===== config.mk =====
export PLATFORM = sky130hd
export DESIGN_NAME = rv_stage_ex_md
export DESIGN_NICKNAME = d
export VERILOG_FILES = /design/src/rtl/rv_pkg.sv /design/src/rtl/rv_alu.sv /design/src/rtl/rv_muldiv_iter.sv /design/src/rtl/rv_stage_ex_md.sv
export SDC_FILE = /design/constraint.sdc
export NUM_CORES = 2
export LEC_CHECK = 0
export CAP_MARGIN = 20
export CORE_MARGIN = 2
export CORE_UTILIZATION = 54
export DETAILED_ROUTE_END_ITERATION = 10
export HOLD_SLACK_MARGIN = 0.02
export PLACE_DENSITY_LB_ADDON = 0.3
export SYNTH_ARGS = -nofsm -noshare
export SYNTH_HDL_FRONTEND = slang
export SYNTH_SLANG_ARGS = --single-unit
export TNS_END_PERCENT = 30

===== constraint.sdc =====
create_clock -name i_ex_clk -period 10 [get_ports i_ex_clk]
set_input_delay 1.5 -clock i_ex_clk [delete_from_list [all_inputs] [get_ports i_ex_clk]]
set_output_delay 1.5 -clock i_ex_clk [all_outputs]
set_load 0.05 [all_outputs]

===== src/rtl/rv_pkg.sv =====
// rv_pkg: shared ALU/M-extension encodings for the EX stage.
package rv_pkg;
  localparam int MD_ITER = 32;
  typedef enum logic [3:0] {
    ALU_ADD, ALU_SUB, ALU_SLL, ALU_SLT, ALU_SLTU, ALU_XOR,
    ALU_SRL, ALU_SRA, ALU_OR, ALU_AND, ALU_PASS_B
  } alu_ctrl_e;
  typedef enum logic [2:0] {
    MD_MUL, MD_MULH, MD_MULHSU, MD_MULHU, MD_DIV, MD_DIVU, MD_REM, MD_REMU
  } md_op_e;
  typedef enum logic [1:0] {MD_IDLE, MD_BUSY, MD_DONE} md_state_e;
endpackage


===== src/rtl/rv_alu.sv =====
// rv_alu: single-cycle integer ALU.
module rv_alu import rv_pkg::*; #(
  parameter int XLEN = 32
) (
  input  alu_ctrl_e         ctrl,
  input  logic [XLEN-1:0]   a,
  input  logic [XLEN-1:0]   b,
  output logic [XLEN-1:0]   res
);
  localparam int SH = $clog2(XLEN);
  logic [SH-1:0] shamt;
  assign shamt = b[SH-1:0];
  always_comb begin
    res = b;
    case (ctrl)
      ALU_ADD:  res = a + b;
      ALU_SUB:  res = a - b;
      ALU_SLL:  res = a << shamt;
      ALU_SLT:  res = {{(XLEN-1){1'b0}}, $signed(a) < $signed(b)};
      ALU_SLTU: res = {{(XLEN-1){1'b0}}, a < b};
      ALU_XOR:  res = a ^ b;
      ALU_SRL:  res = a >> shamt;
      ALU_SRA:  res = $signed(a) >>> shamt;
      ALU_OR:   res = a | b;
      ALU_AND:  res = a & b;
      default:  ;
    endcase
  end
endmodule


===== src/rtl/rv_muldiv_iter.sv =====
// rv_muldiv_iter: radix-2 shift-add multiplier / restoring divider on magnitudes.
module rv_muldiv_iter import rv_pkg::*; #(
  parameter int XLEN = MD_ITER
) (
  input  logic              clk,
  input  logic              rst,
  input  logic              abort,
  input  logic              start,
  input  md_op_e            op,
  input  logic [XLEN-1:0]   a,
  input  logic [XLEN-1:0]   b,
  output logic              busy,
  output logic              done,
  output logic [XLEN-1:0]   result
);
  localparam int CW = $clog2(XLEN);
  logic            running, neg_q, neg_d, sa, sb, div_ok;
  logic [CW-1:0]   cnt;
  logic [2:0]      opv, op_q;
  logic [XLEN-1:0] hi, lo, m, abs_a, abs_b, hi_nx, lo_nx, q_c, r_c;
  logic [XLEN:0]   mul_sum, div_rs, div_diff;
  logic [2*XLEN-1:0] prod_c;
  assign opv = op;
  always_comb begin
    sa = a[XLEN-1] & (opv[2] ? !opv[0] : opv != MD_MULHU);
    sb = b[XLEN-1] & (opv[2] ? !opv[0] : !opv[1]);
    abs_a = sa ? -a : a;
    abs_b = sb ? -b : b;
    // a zero divisor keeps the all-ones quotient unsigned; remainder follows the dividend
    neg_d = (opv[2] & opv[1]) ? sa : (sa ^ sb) & (!opv[2] | (b != '0));
  end
  always_comb begin
    mul_sum  = {1'b0, hi} + (lo[0] ? {1'b0, m} : '0);
    div_rs   = {hi, lo[XLEN-1]};
    div_diff = div_rs - {1'b0, m};
    div_ok   = !div_diff[XLEN];
    hi_nx    = op_q[2] ? (div_ok ? div_diff[XLEN-1:0] : div_rs[XLEN-1:0]) : mul_sum[XLEN:1];
    lo_nx    = op_q[2] ? {lo[XLEN-2:0], div_ok} : {mul_sum[0], lo[XLEN-1:1]};
  end
  always_ff @(posedge clk) begin
    if (rst || abort) running <= 1'b0;
    else if (start) running <= 1'b1;
    else if (done) running <= 1'b0;
    if (rst || abort || start) cnt <= '0;
    else if (running) cnt <= cnt + 1'b1;
  end
  always_ff @(posedge clk) begin
    if (start) begin
      op_q  <= opv;
      neg_q <= neg_d;
      hi    <= '0;
      lo    <= opv[2] ? abs_a : abs_b;
      m     <= opv[2] ? abs_b : abs_a;
    end else if (running) begin
      hi <= hi_nx;
      lo <= lo_nx;
    end
  end
  assign busy = running;
  assign done = running && cnt == CW'(XLEN-1);
  always_comb begin
    prod_c = neg_q ? -{hi, lo} : {hi, lo};
    q_c    = neg_q ? -lo : lo;
    r_c    = neg_q ? -hi : hi;
    result = !op_q[2] ? (op_q == MD_MUL ? prod_c[XLEN-1:0] : prod_c[2*XLEN-1:XLEN])
                      : (op_q[1] ? r_c : q_c);
  end
endmodule


===== src/rtl/rv_stage_ex_md.sv =====
// rv_stage_ex_md: execute stage with operand forwarding, ALU and iterative M-extension unit.
module rv_stage_ex_md import rv_pkg::*; #(
  parameter int XLEN   = 32,
  parameter int N_FWD  = 2,
  parameter int SIDE_W = 8
) (
  input  logic                          i_ex_clk,
  input  logic                          i_ex_rst,
  input  logic                          i_ex_valid,
  input  logic                          i_ex_flush,
  input  logic [XLEN-1:0]               i_ex_pc,
  input  logic [XLEN-1:0]               i_ex_ext_imm,
  input  alu_ctrl_e                     i_ex_alu_ctrl,
  input  logic                          i_ex_alu_a_sel,
  input  logic                          i_ex_alu_b_sel,
  input  logic                          i_ex_md_en,
  input  md_op_e                        i_ex_md_op,
  input  logic [XLEN-1:0]               i_ex_rf_rdata [1:2],
  input  logic [$clog2(N_FWD+1)-1:0]    i_ex_rf_rdata_sel [1:2],
  input  logic [XLEN-1:0]               i_ex_fwd_data [1:N_FWD],
  input  logic [4:0]                    i_ex_rf_waddr,
  input  logic                          i_ex_rf_wen,
  input  logic                          i_ex_dmem_wen,
  input  logic [SIDE_W-1:0]             i_ex_side,
  output logic                          o_ex_stall,
  output logic [XLEN-1:0]               o_ex_if_alu_res,
  output logic [XLEN-1:0]               o_ex_if_pc_plus_4,
  output logic [XLEN-1:0]               o_ex_bu_rf_rdata_muxed [1:2],
  output logic                          o_ex_mem_valid,
  output logic                          o_ex_mem_rf_wen,
  output logic                          o_ex_mem_dmem_wen,
  output logic [XLEN-1:0]               o_ex_mem_res,
  output logic [XLEN-1:0]               o_ex_mem_pc_plus_4,
  output logic [XLEN-1:0]               o_ex_mem_ext_imm,
  output logic [XLEN-1:0]               o_ex_mem_dmem_wdata,
  output logic [4:0]                    o_ex_mem_rf_waddr,
  output logic [SIDE_W-1:0]             o_ex_mem_side
);
  localparam int SW = $clog2(N_FWD+1);
  md_state_e       state_q, state_d;
  logic            md_go, md_start, md_busy, md_done, is_done, adv;
  logic [XLEN-1:0] alu_a, alu_b, alu_res, md_res;
  always_comb begin
    for (int k = 1; k <= 2; k++) begin
      o_ex_bu_rf_rdata_muxed[k] = i_ex_rf_rdata[k];
      for (int j = 1; j <= N_FWD; j++)
        if (i_ex_rf_rdata_sel[k] == SW'(j)) o_ex_bu_rf_rdata_muxed[k] = i_ex_fwd_data[j];
    end
  end
  assign alu_a = i_ex_alu_a_sel ? i_ex_pc : o_ex_bu_rf_rdata_muxed[1];
  assign alu_b = i_ex_alu_b_sel ? o_ex_bu_rf_rdata_muxed[2] : i_ex_ext_imm;
  rv_alu #(.XLEN(XLEN)) u_alu (
    .ctrl (i_ex_alu_ctrl),
    .a    (alu_a),
    .b    (alu_b),
    .res  (alu_res)
  );
  assign o_ex_if_alu_res   = alu_res;
  assign o_ex_if_pc_plus_4 = i_ex_pc + XLEN'(4);
  assign md_go = i_ex_valid & i_ex_md_en & !i_ex_flush;
  always_ff @(posedge i_ex_clk) begin
    if (i_ex_rst) state_q <= MD_IDLE;
    else state_q <= state_d;
  end
  always_comb begin
    state_d = i_ex_flush ? MD_IDLE
            : state_q == MD_IDLE ? (md_go ? MD_BUSY : MD_IDLE)
            : state_q == MD_BUSY ? (md_done ? MD_DONE : md_busy ? MD_BUSY : MD_IDLE)
            : MD_IDLE;
  end
  always_comb begin
    md_start   = state_q == MD_IDLE && md_go;
    o_ex_stall = md_start || (state_q == MD_BUSY && !i_ex_flush);
    is_done    = state_q == MD_DONE && !i_ex_flush;
  end
  rv_muldiv_iter #(.XLEN(XLEN)) u_md (
    .clk    (i_ex_clk),
    .rst    (i_ex_rst),
    .abort  (i_ex_flush),
    .start  (md_start),
    .op     (i_ex_md_op),
    .a      (o_ex_bu_rf_rdata_muxed[1]),
    .b      (o_ex_bu_rf_rdata_muxed[2]),
    .busy   (md_busy),
    .done   (md_done),
    .result (md_res)
  );
  assign adv = i_ex_valid && !i_ex_flush && !o_ex_stall;
  always_ff @(posedge i_ex_clk) begin
    if (i_ex_rst) begin
      o_ex_mem_valid    <= 1'b0;
      o_ex_mem_rf_wen   <= 1'b0;
      o_ex_mem_dmem_wen <= 1'b0;
    end else begin
      o_ex_mem_valid    <= adv;
      o_ex_mem_rf_wen   <= adv && i_ex_rf_wen;
      o_ex_mem_dmem_wen <= adv && i_ex_dmem_wen;
    end
  end
  always_ff @(posedge i_ex_clk) begin
    o_ex_mem_res        <= is_done ? md_res : alu_res;
    o_ex_mem_pc_plus_4  <= o_ex_if_pc_plus_4;
    o_ex_mem_ext_imm    <= i_ex_ext_imm;
    o_ex_mem_dmem_wdata <= o_ex_bu_rf_rdata_muxed[2];
    o_ex_mem_rf_waddr   <= i_ex_rf_waddr;
    o_ex_mem_side       <= i_ex_side;
  end
endmodule


==> flow_summary.yaml <==
logic_synthesis:
  syn_area_um2: 28900
  yosys.area.top_type: "dfxtp_1"
  synth_ff_type: "dfxtp_1"
  synth-seq-area-share_pct: 19.8
  syn_avg_cell_area_um2: 7.66
  yosysUniqueCellTypes: 121
  synth_top_area_share_pct: 12.8
  synthTopCellsByArea: "dfxtp_1, ha_1, mux2i_1, edfxtp_1, a21oi_1"
  synthArstFlopShare_pct: 0
  ys_warn_count: 0
  synth_fp_nets: 4166
  synth_edf_count: 68
  synth_seq_cells: 252
  syn_inst: 3769
cts:
  clk_pin_slew_ns: 0.06
  clock-root-buffer: "clkbuf_16"
  cts_buffers: 30
  cts-hold-fix-buffers: 0
  htree_levels: 1
  insertion_delay_ns: 0.64
  clockBufferDepth: 3
  post_cts_buffers: 0
  cts_tree: "done"
  cts_resized: 0
  clock_sinks: 252
place:
  gp_congestion: 1.14
  io_buffers: 497
  place_hpwl_um: 119000
setup_path:
  cpLargestDelayFamily: "compound AO/OA/AOI/OAI gates"
  criticalPathCategory: "in2out"
  critical_path.cell_chain: "buf_2 -> nand2b_1 -> o221a_2 -> inv_4 -> ha_1 -> inv_1 -> fa_1 -> nor2_1 -> o311a_1 -> a21oi_1 -> a21oi_1 -> a2111oi_0 -> a2111oi_0 -> xnor2_1 -> nand2_1 -> a32oi_1 -> buf_4"
  path_buf_inv: 4
  critPathMaxFanout: 59
  critPathCaptureType: "output port"
  max_stage_delay_ns: 0.84
  crit_start: "i_ex_alu_b_sel"
  crit_required_ns: 8.50
  r2r_start: "u_md.lo[0]"
  cp-start-kind: "primary input"
  cp_data_arrival_time_ns: 7.45
  critPathSlowestCell: "buf_2"
die:
  core_um2: 52800
  rows: 84
  ioPinCount: 498
  die-area_um2: 55400
  start_util_pct: 54.7
  die_x_um: 235
  die_h_um: 235
timing:
  final.setup.tns_ns: 0
  fin_crit_ns: 8.95
  timing.fmax_mhz: 112
  finalHoldViolations: 0
  max_slew_margin_pct: 15.6
  tightest_slew_ns: 1.26
  finClkSkew_ns: 0.0563
  drv_slew: 0
  rsz0062_at_grt: "no"
  post-route-period-util_pct: 89.5
  final-setup-viol-count: 0
  hold_slack_ns: 0.553
drt:
  drt_pre_antenna_iters: 9
  vias: 34500
  antenna_left: 0
  drtIter0Drc: 5772
  wirelength_um: 151000
  avgViaCountPerCell: 7.10
  routedWlPerCell_um: 31.1
  drc: 0
global_route:
  gr-total-overflow: 0
  grt_max_degree: 88
  grt_use_total_pct: 51.7
  grt_pass1_vias: 31000
  grt_pass1_wl_um: 214000
  antenna_found_initial: 18
power_and_ir_drop:
  powerDensity_nw_per_um2: 152
  seq_power_share_pct: 23.1
  combPwrFrac_pct: 55.1
  p_sw_w: 0.00260
  p_int_w: 0.00277
  ir_drop_uv: 151
  pwr-share-clk_pct: 21.8
  sw_frac_of_total_pct: 48.4
  p_leak_nw: 14.3
layout:
  fin_nets: 4533
  drive_above_1_share_pct: 8.41
  fin_util_pct: 66.9
  syn_to_final_growth_pct: 22.3
run:
  maxCapViolCount: 0
status:
  status: "completed"
min_path:
  hold_class: "reg2reg"
  holdCritStartpoint: "u_md.cnt[4]"
==> worst paths after layout <==
check | to | slack (ns) | cells after the start
min | u_md.cnt[4] | 0.55 | 2
min reg2reg | u_md.cnt[4] | 0.55 | 2
max reg2reg | u_md.hi[25] | 5.72 | 14
max | o_ex_if_alu_res[16] | 1.05 | 17
==> worst register-to-register path, cell delays in order (launching register included) <==
cell	delay (ns)
edfxtp_1	0.49
inv_1	0.25
buf_16	0.21
nor2_1	0.09
ha_1	0.37
a211oi_1	0.12
o211ai_1	0.20
nand2_1	0.10
o41ai_1	0.80
a31oi_1	0.38
o21ai_0	0.39
a21oi_1	0.13
nor4b_1	0.18
a311o_1	0.32
o21ai_0	0.13
==> area by class of cell <==
cell class | instances | area [µm²]
Antenna cell | 14 | 35.0
Clock buffer | 45 | 887
Clock inverter | 11 | 146
Fill cell | 4378 | 17500
Inverter | 182 | 686
Multi-Input combinational cell | 3071 | 21300
Sequential cell | 252 | 5730
Tap cell | 688 | 861
Timing Repair Buffer | 599 | 5720
==> cells in the final DEF (no fill, tap or decap), types with 19 or more instances in the layout <==
cell and instances:
nand2_1 287, nor2b_1 40, inv_1 168, buf_4 114
o31ai_1 31, nor4_1 22, o22ai_1 40, o41ai_1 20
a221oi_1 30, mux2i_1 208, clkdlybuf4s50_1 471, o211ai_1 75
a22oi_1 21, o21bai_1 19, o221ai_1 21, dfxtp_1 184
a211oi_1 63, o21ai_0 314, nand3_1 59, a21oi_1 325
xor2_1 97, nand4_1 20, or3_1 25, nor3_1 83
o21ai_1 29, ha_1 168, a31oi_1 39, xnor2_1 141
and3_1 26, nand2b_1 35, edfxtp_1 68, nor2_1 352
clkbuf_16 30, o21a_1 25, a211o_1 20, and3b_1 23
mux2_2 32, a21o_1 49
==> synth_stat cells, drive strengths merged (29+ instances only) <==
master and count:
a211oi 74, a21o 49, a21oi 331, a221oi 32
a31oi 39, buf 102, clkbuf 162, dfxtp 184
edfxtp 68, ha 168, inv 178, mux2 37
mux2i 211, nand2 290, nand2b 36, nand3 60
nor2 354, nor2b 41, nor3 90, o211ai 75
o21ai 350, o22ai 40, o31ai 32, or3 29
xnor2 143, xor2 98
==> per-stage QoR <==
| step | total power, W | instances | setup slack [ns] | cell area (µm²) |
|---|---|---|---|---|
| final | 0.00537 | 4862 | 1.05 | 35300 |
| after global routing | 0.00549 | 4852 | 1.05 | 35300 |
| after CTS | 0.00520 | 4844 | 1.21 | 35200 |
| after global placement | 0.00403 | 4787 | 1.25 | 34200 |
| after floorplan | 0.00304 | 3769 | 1.77 | 28900 |
| after detailed placement | 0.00404 | 4788 | 1.24 | 34200 |
==> flip-flops by register name, indices dropped and copies added (netlist names), 8 cells and up <==
signal and cells:
o_ex_mem_dmem_wdata 32, o_ex_mem_ext_imm 32, o_ex_mem_pc_plus_4 32, o_ex_mem_res 32, u_md.hi 32, u_md.lo 32, u_md.m 32, o_ex_mem_side 8
==> power groups by stage <==
stage	combinational, W	sequential [W]	clock (W)
2_1_floorplan	0.00165	0.00140	0
3_3_place_gp	0.00278	0.00125	0
3_5_place_dp	0.00279	0.00125	0
4_1_cts	0.00281	0.00123	0.00116
5_1_grt	0.00304	0.00124	0.00121
6_report	0.00296	0.00124	0.00117
==> cell families (layout without fill, tap and decap cells) <==
| kind of cell | count (synthesis) | after routing | synth area share (%) |
|---|---|---|---|
| AOI/OAI and AO/OA | 1304 | 1304 | 30.5 |
| other | 0 | 14 | 0 |
| adders and majority gates | 172 | 172 | 7.56 |
| DFF | 252 | 252 | 19.8 |
| buffers and inverters | 446 | 837 | 6.78 |
| xor gates and xnor gates | 241 | 241 | 7.36 |
| and+or+nand+nor | 1102 | 1102 | 18.9 |
| muxes | 252 | 252 | 9.16 |
==> layer usage <==
layer  up-vias  GRT usage [%]  share of wire, %
li1      14700              -                 -
met1     16000           65.9                36
met2      3131           74.0                40
met3       681           18.0                16
met4        12           33.1               8.3
met5         -              0             0.055
Power figures use the tool's default switching activity.
